--- config.mk ---
export PLATFORM = sky130hd
export DESIGN_NAME = npc_ctrl_fsm
export DESIGN_NICKNAME = d
export VERILOG_FILES = /design/src/rtl/npc_pkg.sv /design/src/rtl/npc_ctrl_watchdog.sv /design/src/rtl/npc_ctrl_fsm.sv
export SDC_FILE = /design/constraint.sdc
export NUM_CORES = 1
export LEC_CHECK = 0
export ABC_AREA = 1
export CAP_MARGIN = 5
export CORE_ASPECT_RATIO = 1.25
export CORE_UTILIZATION = 37
export CTS_BUF_LIST = sky130_fd_sc_hd__clkbuf_4
export CTS_CLUSTER_DIAMETER = 60
export DETAILED_ROUTE_END_ITERATION = 16
export PLACE_DENSITY = 0.7
export SYNTH_ARGS = -nofsm -noshare
export SYNTH_HDL_FRONTEND = slang
export SYNTH_SLANG_ARGS = --single-unit
--- constraint.sdc ---
create_clock -name clk -period 1.6 [get_ports clk]
set_input_delay 0.32 -clock clk [delete_from_list [all_inputs] [get_ports clk]]
set_output_delay 0.32 -clock clk [all_outputs]
set_load 0.05 [all_outputs]
--- src/rtl/npc_pkg.sv ---
// -----------------------------------------------------------------------------
// npc_pkg
// Shared definitions for the NPC control sequencer: state encoding, halt cause
// codes, the default reset PC and a small PC alignment helper.
// -----------------------------------------------------------------------------
package npc_pkg;

    // State encodings; all eight codes of the 3-bit field are used.
    localparam logic [2:0] ST_IDLE_ENC  = 3'd0;
    localparam logic [2:0] ST_FETCH_ENC = 3'd1;
    localparam logic [2:0] ST_IWAIT_ENC = 3'd2;
    localparam logic [2:0] ST_EXEC_ENC  = 3'd3;
    localparam logic [2:0] ST_MEM_ENC   = 3'd4;
    localparam logic [2:0] ST_MWAIT_ENC = 3'd5;
    localparam logic [2:0] ST_WB_ENC    = 3'd6;
    localparam logic [2:0] ST_HALT_ENC  = 3'd7;

    typedef enum logic [2:0] {
        ST_IDLE  = ST_IDLE_ENC,
        ST_FETCH = ST_FETCH_ENC,
        ST_IWAIT = ST_IWAIT_ENC,
        ST_EXEC  = ST_EXEC_ENC,
        ST_MEM   = ST_MEM_ENC,
        ST_MWAIT = ST_MWAIT_ENC,
        ST_WB    = ST_WB_ENC,
        ST_HALT  = ST_HALT_ENC
    } npc_state_t;

    // Halt cause codes reported on halt_code.
    localparam logic [2:0] HALT_NONE     = 3'd0;
    localparam logic [2:0] HALT_EBREAK   = 3'd1;
    localparam logic [2:0] HALT_ILLEGAL  = 3'd2;
    localparam logic [2:0] HALT_MISALIGN = 3'd3;
    localparam logic [2:0] HALT_TIMEOUT  = 3'd4;

    localparam logic [31:0] PC_RESET_DEFAULT = 32'h8000_0000;

    // A PC is usable only when word aligned.
    function automatic logic pc_misaligned(input logic [31:0] addr);
        return (addr[1:0] != 2'b00);
    endfunction

endpackage

--- src/rtl/npc_ctrl_watchdog.sv ---
// -----------------------------------------------------------------------------
// npc_ctrl_watchdog
// Bus wait timer for the NPC sequencer. Counts consecutive cycles spent in a
// wait state and flags expiry when the configured limit is reached with no
// response in sight.
// Ports:
//   clk, rst_n    core clock, asynchronous active-low reset
//   i_waiting     sequencer is in IWAIT or MWAIT this cycle
//   i_rsp_valid   the awaited response is present this cycle
//   o_expired     wait budget used up without a response (next state = HALT)
// -----------------------------------------------------------------------------
module npc_ctrl_watchdog #(
    parameter int TIMEOUT_CYCLES = 1024
) (
    input  logic clk,
    input  logic rst_n,
    input  logic i_waiting,
    input  logic i_rsp_valid,
    output logic o_expired
);

    localparam int CNT_W = $clog2(TIMEOUT_CYCLES + 1);
    // r_count holds the number of wait cycles already completed, so the
    // last allowed wait cycle is the one where it equals LIMIT.
    localparam logic [CNT_W-1:0] LIMIT = CNT_W'(TIMEOUT_CYCLES - 1);

    logic [CNT_W-1:0] r_count;

    // Wait-cycle counter: cleared outside wait states, saturates at LIMIT.
    always_ff @(posedge clk or negedge rst_n) begin
        if (!rst_n) begin
            r_count <= '0;
        end else if (!i_waiting) begin
            r_count <= '0;
        end else if (r_count != LIMIT) begin
            r_count <= r_count + 1'b1;
        end else begin
            r_count <= r_count;
        end
    end

    // A response on the final cycle still wins over the timeout.
    assign o_expired = i_waiting & ~i_rsp_valid & (r_count == LIMIT);

endmodule

--- src/rtl/npc_ctrl_fsm.sv ---
// -----------------------------------------------------------------------------
// npc_ctrl_fsm
// Multi-cycle control sequencer for the NPC core. Owns PC and instruction
// register, drives the fetch and data-memory handshakes and steps the datapath
// through FETCH/IWAIT/EXEC/MEM/MWAIT/WB, halting on illegal, ebreak, misaligned
// next PC or (optionally) bus timeout.
//
// Optional feature macro: NPC_CTRL_TIMEOUT_EN enables the wait watchdog
// (halt code 4 after TIMEOUT_CYCLES waiting cycles in IWAIT/MWAIT).
//
// Ports:
//   clk, rst_n                      clock, asynchronous active-low reset
//   imem_req_valid/ready, imem_addr fetch request handshake (addr = pc)
//   imem_rsp_valid, imem_rdata      fetched instruction
//   inst, inst_valid                instruction register to decoders, valid in EXEC
//   dec_*                           decode flags, sampled in EXEC
//   next_pc                         datapath next PC, sampled in WB
//   dmem_req_valid/we/ready         data request handshake
//   dmem_rsp_valid                  load data / store acknowledge
//   pc, rf_we, retire, minstret     architectural status
//   halted, halt_code               sticky halt and its cause
// -----------------------------------------------------------------------------
module npc_ctrl_fsm
    import npc_pkg::*;
#(
    parameter logic [31:0] PC_RESET       = PC_RESET_DEFAULT,
    parameter int          TIMEOUT_CYCLES = 1024
) (
    input  logic        clk,
    input  logic        rst_n,
    output logic        imem_req_valid,
    input  logic        imem_req_ready,
    output logic [31:0] imem_addr,
    input  logic        imem_rsp_valid,
    input  logic [31:0] imem_rdata,
    output logic [31:0] inst,
    output logic        inst_valid,
    input  logic        dec_load,
    input  logic        dec_store,
    input  logic        dec_rd_wen,
    input  logic        dec_ebreak,
    input  logic        dec_illegal,
    input  logic [31:0] next_pc,
    output logic        dmem_req_valid,
    output logic        dmem_we,
    input  logic        dmem_req_ready,
    input  logic        dmem_rsp_valid,
    output logic [31:0] pc,
    output logic        rf_we,
    output logic        retire,
    output logic [63:0] minstret,
    output logic        halted,
    output logic [2:0]  halt_code
);

    npc_state_t  r_state;
    npc_state_t  w_state_nxt;
    logic [2:0]  r_halt_code;
    logic [2:0]  w_halt_code_nxt;
    logic [31:0] r_pc;
    logic [31:0] r_inst;
    logic [63:0] r_minstret;
    logic        r_st;
    logic        r_wen;
    logic        w_retire;
    logic        w_timeout;

`ifdef NPC_CTRL_TIMEOUT_EN
    logic w_waiting;
    logic w_wait_rsp;

    assign w_waiting  = (r_state == ST_IWAIT) | (r_state == ST_MWAIT);
    assign w_wait_rsp = (r_state == ST_IWAIT) ? imem_rsp_valid : dmem_rsp_valid;

    npc_ctrl_watchdog #(
        .TIMEOUT_CYCLES (TIMEOUT_CYCLES)
    ) u_watchdog (
        .clk         (clk),
        .rst_n       (rst_n),
        .i_waiting   (w_waiting),
        .i_rsp_valid (w_wait_rsp),
        .o_expired   (w_timeout)
    );
`else
    // Without the watchdog, waits are unbounded.
    assign w_timeout = 1'b0;
`endif

    // Commit happens in WB only when the next PC is usable.
    assign w_retire = (r_state == ST_WB) & ~pc_misaligned(next_pc);

    // Next-state and halt-cause selection.
    always_comb begin
        w_state_nxt     = r_state;
        w_halt_code_nxt = r_halt_code;
        case (r_state)
            ST_IDLE: begin
                w_state_nxt = ST_FETCH;
            end
            ST_FETCH: begin
                // Late fetch responses are ignored here; only acceptance matters.
                if (imem_req_ready) begin
                    w_state_nxt = ST_IWAIT;
                end else begin
                    w_state_nxt = ST_FETCH;
                end
            end
            ST_IWAIT: begin
                if (imem_rsp_valid) begin
                    w_state_nxt = ST_EXEC;
                end else if (w_timeout) begin
                    w_state_nxt     = ST_HALT;
                    w_halt_code_nxt = HALT_TIMEOUT;
                end else begin
                    w_state_nxt = ST_IWAIT;
                end
            end
            ST_EXEC: begin
                // Illegal outranks ebreak when a decoder raises both.
                if (dec_illegal) begin
                    w_state_nxt     = ST_HALT;
                    w_halt_code_nxt = HALT_ILLEGAL;
                end else if (dec_ebreak) begin
                    w_state_nxt     = ST_HALT;
                    w_halt_code_nxt = HALT_EBREAK;
                end else if (dec_load | dec_store) begin
                    w_state_nxt = ST_MEM;
                end else begin
                    w_state_nxt = ST_WB;
                end
            end
            ST_MEM: begin
                if (dmem_req_ready) begin
                    w_state_nxt = ST_MWAIT;
                end else begin
                    w_state_nxt = ST_MEM;
                end
            end
            ST_MWAIT: begin
                if (dmem_rsp_valid) begin
                    w_state_nxt = ST_WB;
                end else if (w_timeout) begin
                    w_state_nxt     = ST_HALT;
                    w_halt_code_nxt = HALT_TIMEOUT;
                end else begin
                    w_state_nxt = ST_MWAIT;
                end
            end
            ST_WB: begin
                if (pc_misaligned(next_pc)) begin
                    w_state_nxt     = ST_HALT;
                    w_halt_code_nxt = HALT_MISALIGN;
                end else begin
                    w_state_nxt = ST_FETCH;
                end
            end
            ST_HALT: begin
                w_state_nxt = ST_HALT;
            end
            default: begin
                w_state_nxt     = ST_HALT;
                w_halt_code_nxt = r_halt_code;
            end
        endcase
    end

    // State and sticky halt cause.
    always_ff @(posedge clk or negedge rst_n) begin
        if (!rst_n) begin
            r_state     <= ST_IDLE;
            r_halt_code <= HALT_NONE;
        end else begin
            r_state     <= w_state_nxt;
            r_halt_code <= w_halt_code_nxt;
        end
    end

    // Instruction register, loaded from the fetch response.
    always_ff @(posedge clk or negedge rst_n) begin
        if (!rst_n) begin
            r_inst <= 32'h0000_0000;
        end else if ((r_state == ST_IWAIT) && imem_rsp_valid) begin
            r_inst <= imem_rdata;
        end else begin
            r_inst <= r_inst;
        end
    end

    // Decode flags needed after EXEC (store direction, register write).
    always_ff @(posedge clk or negedge rst_n) begin
        if (!rst_n) begin
            r_st  <= 1'b0;
            r_wen <= 1'b0;
        end else if (r_state == ST_EXEC) begin
            r_st  <= dec_store;
            r_wen <= dec_rd_wen;
        end else begin
            r_st  <= r_st;
            r_wen <= r_wen;
        end
    end

    // PC and retired-instruction counter advance on commit; counter wraps.
    always_ff @(posedge clk or negedge rst_n) begin
        if (!rst_n) begin
            r_pc       <= PC_RESET;
            r_minstret <= 64'd0;
        end else if (w_retire) begin
            r_pc       <= next_pc;
            r_minstret <= r_minstret + 64'd1;
        end else begin
            r_pc       <= r_pc;
            r_minstret <= r_minstret;
        end
    end

    // Handshake outputs come from state and registers only.
    assign imem_req_valid = (r_state == ST_FETCH);
    assign imem_addr      = r_pc;
    assign inst           = r_inst;
    assign inst_valid     = (r_state == ST_EXEC);
    assign dmem_req_valid = (r_state == ST_MEM);
    assign dmem_we        = (r_state == ST_MEM) & r_st;
    assign pc             = r_pc;
    assign rf_we          = (r_state == ST_WB) & r_wen & ~r_st;
    assign retire         = w_retire;
    assign minstret       = r_minstret;
    assign halted         = (r_state == ST_HALT);
    assign halt_code      = r_halt_code;

endmodule

Yosys cells after proc, flatten, opt, wreduce, memory -nomap -nowiden. Cells that the tools add are included.

Register bits: 136. Input bits: 75.

Reductions and logical operators: 5. Add/subtract/negate cells: 1. Bitwise gates (word level): 7. Mux-type cells: 13. Eq/ne operators: 9.

Operators with widths (number): 64-bit by 1-bit adder with 64-bit output, second input constant (1); 3-bit case mux with 8 select lines (1); 3-bit == test, second input constant (4); 3-bit two-way mux (4); 2-bit two-way mux (5); 3-bit by 2-bit == test with 1-bit output, second input constant (2); 3-bit case mux with 2 select lines (1); 1-bit AND (4); 2-bit nonzero test (2); 3-bit by 1-bit == test with 1-bit output, second input constant (1); 3-bit zero test (1); 3-bit by 1-bit inequality test with 1-bit output, second input constant (1); 3-bit AND reduction (1); 1-bit two-way mux (2); 2-bit by 1-bit inequality test with 1-bit output, second input constant (1); 1-bit NOT (2); 1-bit logical AND (1); 1-bit bitwise OR (1).

Depth between registers and ports, before layout. Gate-level depths: netlist of run 1.

Word-level depth: 5. Gate-level depth with buffers: 11. Mapped depth without buffers: 10.

Worst setup path after synthesis of run 1. Ideal clock, no wire load.

Path kind: register -> register. From: register r_state[0]. To: register r_halt_code[0], in the netlist halt_code[0]. Library setup time: 0.070 ns. Setup slack: -0.424 ns. Data required time: 1.530 ns. Arrival time: 1.954 ns. Cell stages (with the launch flop): 6. Cell sequence: dfrtp_1 nand2_1 nor2_1 o21ai_0 nor3_1 nand3b_1.

Cells in the longest elaborated chain, start to end: 3.

RTL lines: from (decl) (RTL line npc_ctrl_fsm.sv:56) `npc_state_t r_state;`; from (signal assigned) (RTL line npc_ctrl_fsm.sv:173) `r_state <= w_state_nxt;`; 3-bit by 2-bit == test with 1-bit output (*); via inst_valid (RTL line npc_ctrl_fsm.sv:37) `output logic inst_valid,`; 3-bit by 1-bit inequality test with 1-bit output (no source line) or 2-bit nonzero test (tied branches); 3-bit AND reduction (no source line); to (signal assigned) (RTL line npc_ctrl_fsm.sv:174) `r_halt_code <= w_halt_code_nxt;`; to (decl) (RTL line npc_ctrl_fsm.sv:58) `logic [2:0] r_halt_code;`.

The timed path passes the listed nets; every way through them passes the cells marked *. A chain may end at the register's enable or synchronous reset.

Worst setup path after layout of run 1.
From: register r_state[2]. To: output port halted.

Cells in the longest elaborated chain, start to end: 1.

RTL lines: 3-bit == test (RTL line npc_ctrl_fsm.sv:228) `assign halted = (r_state == ST_HALT);`; to (decl) (RTL line npc_ctrl_fsm.sv:52) `output logic halted,`.

Every way passes these cells.

==> results of run 1 <==
## through the flow
stage / util / setup WS (ns) / hold slack (ns)
CTS: 0.6716 / -0.3754 / 0.2102
global route: 0.7155 / -0.4310 / 0.2298
floorplan: - / -0.001100 / 0.02441
global placement: 0.6231 / -0.3526 / 0.2872
finish: 0.7155 / -0.3607 / 0.2307
detailed placement: 0.6231 / -0.3692 / 0.2903
## registers in the layout (all words and copies together), names as in the netlist
register   cells
halt_code      2
imem_addr     32
inst          32
minstret      64
r_st           1
r_state        3
r_wen          1
## cells in the final DEF, fill, tap and decap left out, types with 3 or more instances in the layout
| cell type | count |
|---|---|
| nand2_1 | 230 |
| buf_4 | 168 |
| buf_12 | 117 |
| clkdlybuf4s50_1 | 73 |
| dfrtp_2 | 68 |
| dfrtp_1 | 66 |
| inv_1 | 57 |
| nor2_1 | 52 |
| buf_6 | 41 |
| nor2_4 | 35 |
| mux2_2 | 32 |
| nand2_2 | 21 |
| nor2_2 | 21 |
| xor2_1 | 21 |
| nand3_1 | 20 |
| nand4_1 | 20 |
| xnor2_1 | 18 |
| clkbuf_4 | 18 |
| nand3_2 | 14 |
| nand3b_1 | 11 |
| nand2_4 | 8 |
| nor3_1 | 7 |
| nand3_4 | 7 |
| inv_2 | 5 |
| nor3_4 | 5 |
| clkinvlp_4 | 4 |
| clkinv_4 | 4 |
| nor3_2 | 3 |
| xnor2_2 | 3 |
| clkbuf_16 | 3 |
## worst max-delay path, stage by stage, from the launching register on
cell,delay (ns)
dfrtp_1,0.47
buf_4,0.23
inv_4,0.06
nor2_4,0.16
buf_12,0.15
## cell families (layout without fill, tap and decap cells)
logic type	after synthesis	in the layout	share of synthesized area
XOR/XNOR	44	44	0.05721
AO/OA/AOI/OAI	11	11	0.009658
adder cells (fa/ha/maj)	1	1	0.001857
multiplexers	32	32	0.05349
AND/OR/NAND/NOR	456	456	0.2935
buffers and inverters	109	501	0.08209
other	1	2	0.0005567
flip-flops	135	135	0.5017
## layout make-up
cell class | instances | share of cell area
timing repair buffer | 405 | 0.3892
sequential | 135 | 0.2746
multi-input combinational | 545 | 0.2716
tap | 224 | 0.02221
inverter | 64 | 0.01944
clock inverter | 14 | 0.01200
clock buffer | 18 | 0.01071
antenna | 1 | 0.0001983
## power by group through the flow
stage / clock [µW] / combinational, µW / sequential (µW)
floorplan: 0 / 3460 / 7920
global placement: 0 / 10300 / 5330
detailed placement: 0 / 10400 / 5350
CTS: 2380 / 10800 / 5310
global route: 2510 / 11500 / 5470
finish: 2340 / 11100 / 5330
## worst paths after layout
kind                             from             to  slack, ns  depth (start not counted)
max                        r_state[2]         halted      -0.36                          4
min                             rst_n   halt_code[1]       0.23                          2
max in group asynchronous       rst_n  imem_addr[12]       0.73                          3
min in group clk           next_pc[4]   imem_addr[4]       0.26                          3
min reg2reg                     r_wen          r_wen       0.49                          2
max reg2reg                r_state[0]   minstret[63]      -0.21                         12
## metal layers
layer	vias to the layer above	routed length, µm	share of wire
met1	3316	8429	0.36
met4	0	697	0.030
met3	55	1866	0.079
met5	-	0	0
li1	3213	-	-
met2	331	12510	0.53
## repair_timing
action                     CTS  global route
gates cloned                 0             4
setup buffers               52            22
pin swaps                    7            49
setup endpoints to repair   73           187
hold endpoints to repair    38             0
hold buffers                 1             0
resized for setup           75           137
==> metrics.yaml, run 1 <==
route:
  drcViolationCount: 0
  wl_per_cell_um: 16.71
  routed_wl_um: 23500
  routed-via-count: 6915
  drtPass1Iterations: 5
  routed_via_density: 4.918
  first_iter_violations: 412
  ant_nets: 0
yosys:
  postSynth.asyncResetShare: 1.000
  synth_top_area_cell: "dfrtp_1"
  netlist_area_um2: 6736
  synth-seq-cells: 135
  ys_warn_count: 0
  synth_top_area_frac: 0.4978
  avgSynthCellArea_um2: 8.538
  synth.distinct_cells: 30
  syn_inst: 789
  synthTopCellsByCount: "nand2_1, dfrtp_1, nor2_1"
  ys_seq_area_frac: 0.5017
  synthFlopType: "dfrtp_1"
  synth_nets: 865
  yosysMostFrequentCell: "nand2_1"
  synth_area_leaders: "dfrtp_1, nand2_1, mux2_2, nor2_1, buf_4"
  synth-edff-count: 0
power_and_ir_drop:
  pwr-share-seq: 0.285
  p_comb_frac: 0.590
  p_sw_frac: 0.4810
  intPower_uw: 9726
  power_uw: 18740
  ir_worst_vdd_uv: 1467
  power_density_nw_per_um2: 1485
  power.leakage_uw: 0.005720
  power_frac_clock: 0.125
  power.switching_uw: 9013
sta:
  setup_viol: 116
  setup_slack_ns: -0.3607
  setup_tns_ns: -9.388
  rsz0062_at_grt: "true"
  maxSlewViolCount: 0
  fmax_ghz: 0.5100
  hold_violations: 0
  post-route-min-period_ns: 1.961
  fin_skew_ns: 0.02262
  fin_crit_sh: 1.225
cells_and_area:
  fillers: 1191
  syn2layout_area_growth_pct: 87.30
  layout-drive-gt1-share: 0.5030
  multi_input_area_um2: 3427
  fin_cells: 1406
  final_cell_area_um2: 12620
  seqCellArea_um2: 3465
  nNetsFinal: 1244
global_routing:
  grt_max_degree: 45
  grt_pass1_wl_um: 34330
  met2_usage: 0.4139
  antenna_found_initial: 1
  gr-usage-met3: 0.06530
  grt.busiest_layer: "met2"
  grt_util_all_layers: 0.2411
  grt_util_met1: 0.2737
  grt_pass1_vias: 6933
  gr-total-overflow: 0
run_status:
  outcome: "finished, violations left"
  failed_checks: "negative setup slack"
placement:
  dp_cells: 1306
  hpwl_um: 16470
  gp_congestion: 0.9138
  place_area_um2: 10990
  port_buffers: 243
floorplan:
  die_h_um: 152.9
  die_w_um: 122.7
  die_area_um2: 18750
  core_um2: 17630
  start_util: 0.3820
  placementRows: 54
  io_pins: 245
clock_tree:
  clkLatencyLatePin_ns: 0.57
  clk_pin_slew_worst_paths_ns: 0.13
  htreeDepth: 4
  cts_buffer_depth: 2
  cts_buffers: 17
  cts_root_buffer: "clkbuf_4"
  clock_sinks: 135
  cts_tree: "yes"
critical_path:
  crit_path_max_fanout: 4
  cp.arrival_ns: 1.64
  path_class: "flop to output pin"
  worst_setup_path_end_kind: "output pin"
  start_kind: "flop"
  required_ns: 1.28
min_path:
  hold_class: "input pin to async pin"
flow_run:
  cap_violations: 0
Power figures use the tool's default switching activity.
==> inputs of run 2 (changes only) <==
- CORE_MARGIN: not set -> 2
==> run 2 against run 1 <==
The run still ends with negative setup slack left. Sequential share of layout area rose by 0.33 points. Die area rose by 3.0%. Routed wire length rose by 2.4%. Critical endpoint is now inst_valid.
==> metrics.yaml, run 2 (synthesis results as in run 1) <==
critical_path:
  start_kind: "flop"
  cp.arrival_ns: 1.64
  cp_num_cells: 5
  worst_setup_path_end_kind: "output pin"
  reg2reg_depth: 9
  ff2ff_setup_slack_ns: -0.12
  crit_path_max_fanout: 4
  critPathSlowestCell: "dfrtp_2"
  critPathTopFamily: "flip-flops"
  reg2reg_from: "r_state[0]"
  cpPeakStageDelay_ns: 0.47
  path_cells: "buf_6 -> nand2_2 -> nor2_4 -> buf_4 -> buf_12"
  r2r-end: "minstret[18]"
  path_class: "flop to output pin"
  required_ns: 1.28
  critPathBufInv: 3
route:
  routed_via_density: 4.872
  routed-via-count: 6972
  ant_nets: 0
  routed_wl_um: 24070
  first_iter_violations: 383
  drcViolationCount: 0
  wl_per_cell_um: 16.82
  drtPass1Iterations: 4
cells_and_area:
  syn2layout_area_growth_pct: 85.51
  fin_util: 0.6958
  layout_commonest_cell: "nand2_1"
  nNetsFinal: 1265
  fillers: 1287
  final_cell_mix: "nand2_1, buf_4, buf_12"
  largest_register_ffs: 64
  fin_cells: 1431
  layout-drive-gt1-share: 0.4958
power_and_ir_drop:
  ir_worst_vdd_uv: 2179
  power_density_nw_per_um2: 1454
  power.leakage_uw: 0.005713
global_routing:
  gr-total-overflow: 0
  grt_util_all_layers: 0.2305
  antenna_found_initial: 1
  grt_max_degree: 44
  grt_pass1_vias: 6941
  grt_pass1_wl_um: 35190
placement:
  dp_cells: 1322
  gp_congestion: 0.9680
  pre_cts_ws_ns: -0.3639
  port_buffers: 243
  hpwl_um: 17050
clock_tree:
  cts_buffer_depth: 2
  cts_buffers: 17
  clock_sinks: 135
  clkLatencyLatePin_ns: 0.57
  cts_root_buffer: "clkbuf_4"
  cts_tree: "yes"
  clk_pin_slew_worst_paths_ns: 0.14
  htreeDepth: 4
sta:
  setup_slack_ns: -0.3622
  setup_viol: 54
  post-route-min-period_ns: 1.962
  fin_skew_ns: 0.01733
  fin_crit_sh: 1.226
  rsz0062_at_grt: "true"
  hold_violations: 0
  holdWs_ns: 0.2507
  fmax_ghz: 0.5096
  maxSlewViolCount: 0
floorplan:
  core_um2: 17960
  io_pins: 245
  placementRows: 55
  die_h_um: 154.9
  die_w_um: 124.7
  die_area_um2: 19310
  start_util: 0.3751
min_path:
  hold_class: "input pin to async pin"
flow_run:
  cap_violations: 0
run_status:
  failed_checks: "negative setup slack"
  outcome: "finished, violations left"
-- run 2: changes by cell type in the layout (fill, tap and decap cells not counted), sizes merged --
cell	previous run	this run
inv	66	67
buf	328	346
clkbuf	21	23
clkinv	6	5
nand2	259	260
-- run 2: worst max-delay path by stage --
stage / slack [ns] / end / from
6_report: -0.36 / inst_valid / r_state[1]
4_1_cts: -0.39 / dmem_we / r_state[1]
5_1_grt: -0.46 / dmem_we / r_state[1]
2_1_floorplan: -0.001 / halted / r_state[2]
3_5_place_dp: -0.36 / minstret[26] / next_pc[0]
3_3_place_gp: -0.31 / minstret[59] / next_pc[0]
-- run 2: metrics by stage --
step                      total power (µW)  area (µm²)  setup TNS (ns)
after CTS                            17830       11780          -5.075
after floorplan                      11390        6865       -0.001100
after global placement               15050       10900          -22.04
after detailed placement             15160       10900          -25.05
after global routing                 18940       12500          -12.24
final                                18170       12500          -4.015
-- run 2: final cells by class --
| class | count | area [µm²] | area share |
|---|---|---|---|
| multi-input cells | 546 | 3297 | 0.2638 |
| inverters | 64 | 242.7 | 0.01942 |
| flip-flops and latches | 135 | 3473 | 0.2779 |
| clock buffers | 18 | 135.1 | 0.01081 |
| well taps | 228 | 285.3 | 0.02283 |
| diodes | 1 | 2.502 | 0.0002002 |
| clock inverters | 14 | 151.4 | 0.01211 |
| repair buffers | 425 | 4910 | 0.3929 |
-- run 2: metal layers --
metal,share of wire,GRT usage
met1,0.35,0.2534
met3,0.084,0.07462
met2,0.53,0.4171
met4,0.036,0.08240
met5,0,0
-- run 2: power by group --
part,switching [µW],internal [µW],leakage [µW]
Combinational,6520,4040,0.00393
Sequential,913,4350,0.00164
Clock,1390,953,0.000143
Total,8820,9350,0.00571
-- run 2: repair_timing --
item	in CTS	in global routing
gates cloned	0	7
endpoints found under the hold margin	37	0
gates resized for setup	80	105
pin swaps	7	26
buffers inserted	59	25
hold buffers	1	0
setup endpoints to repair	101	191
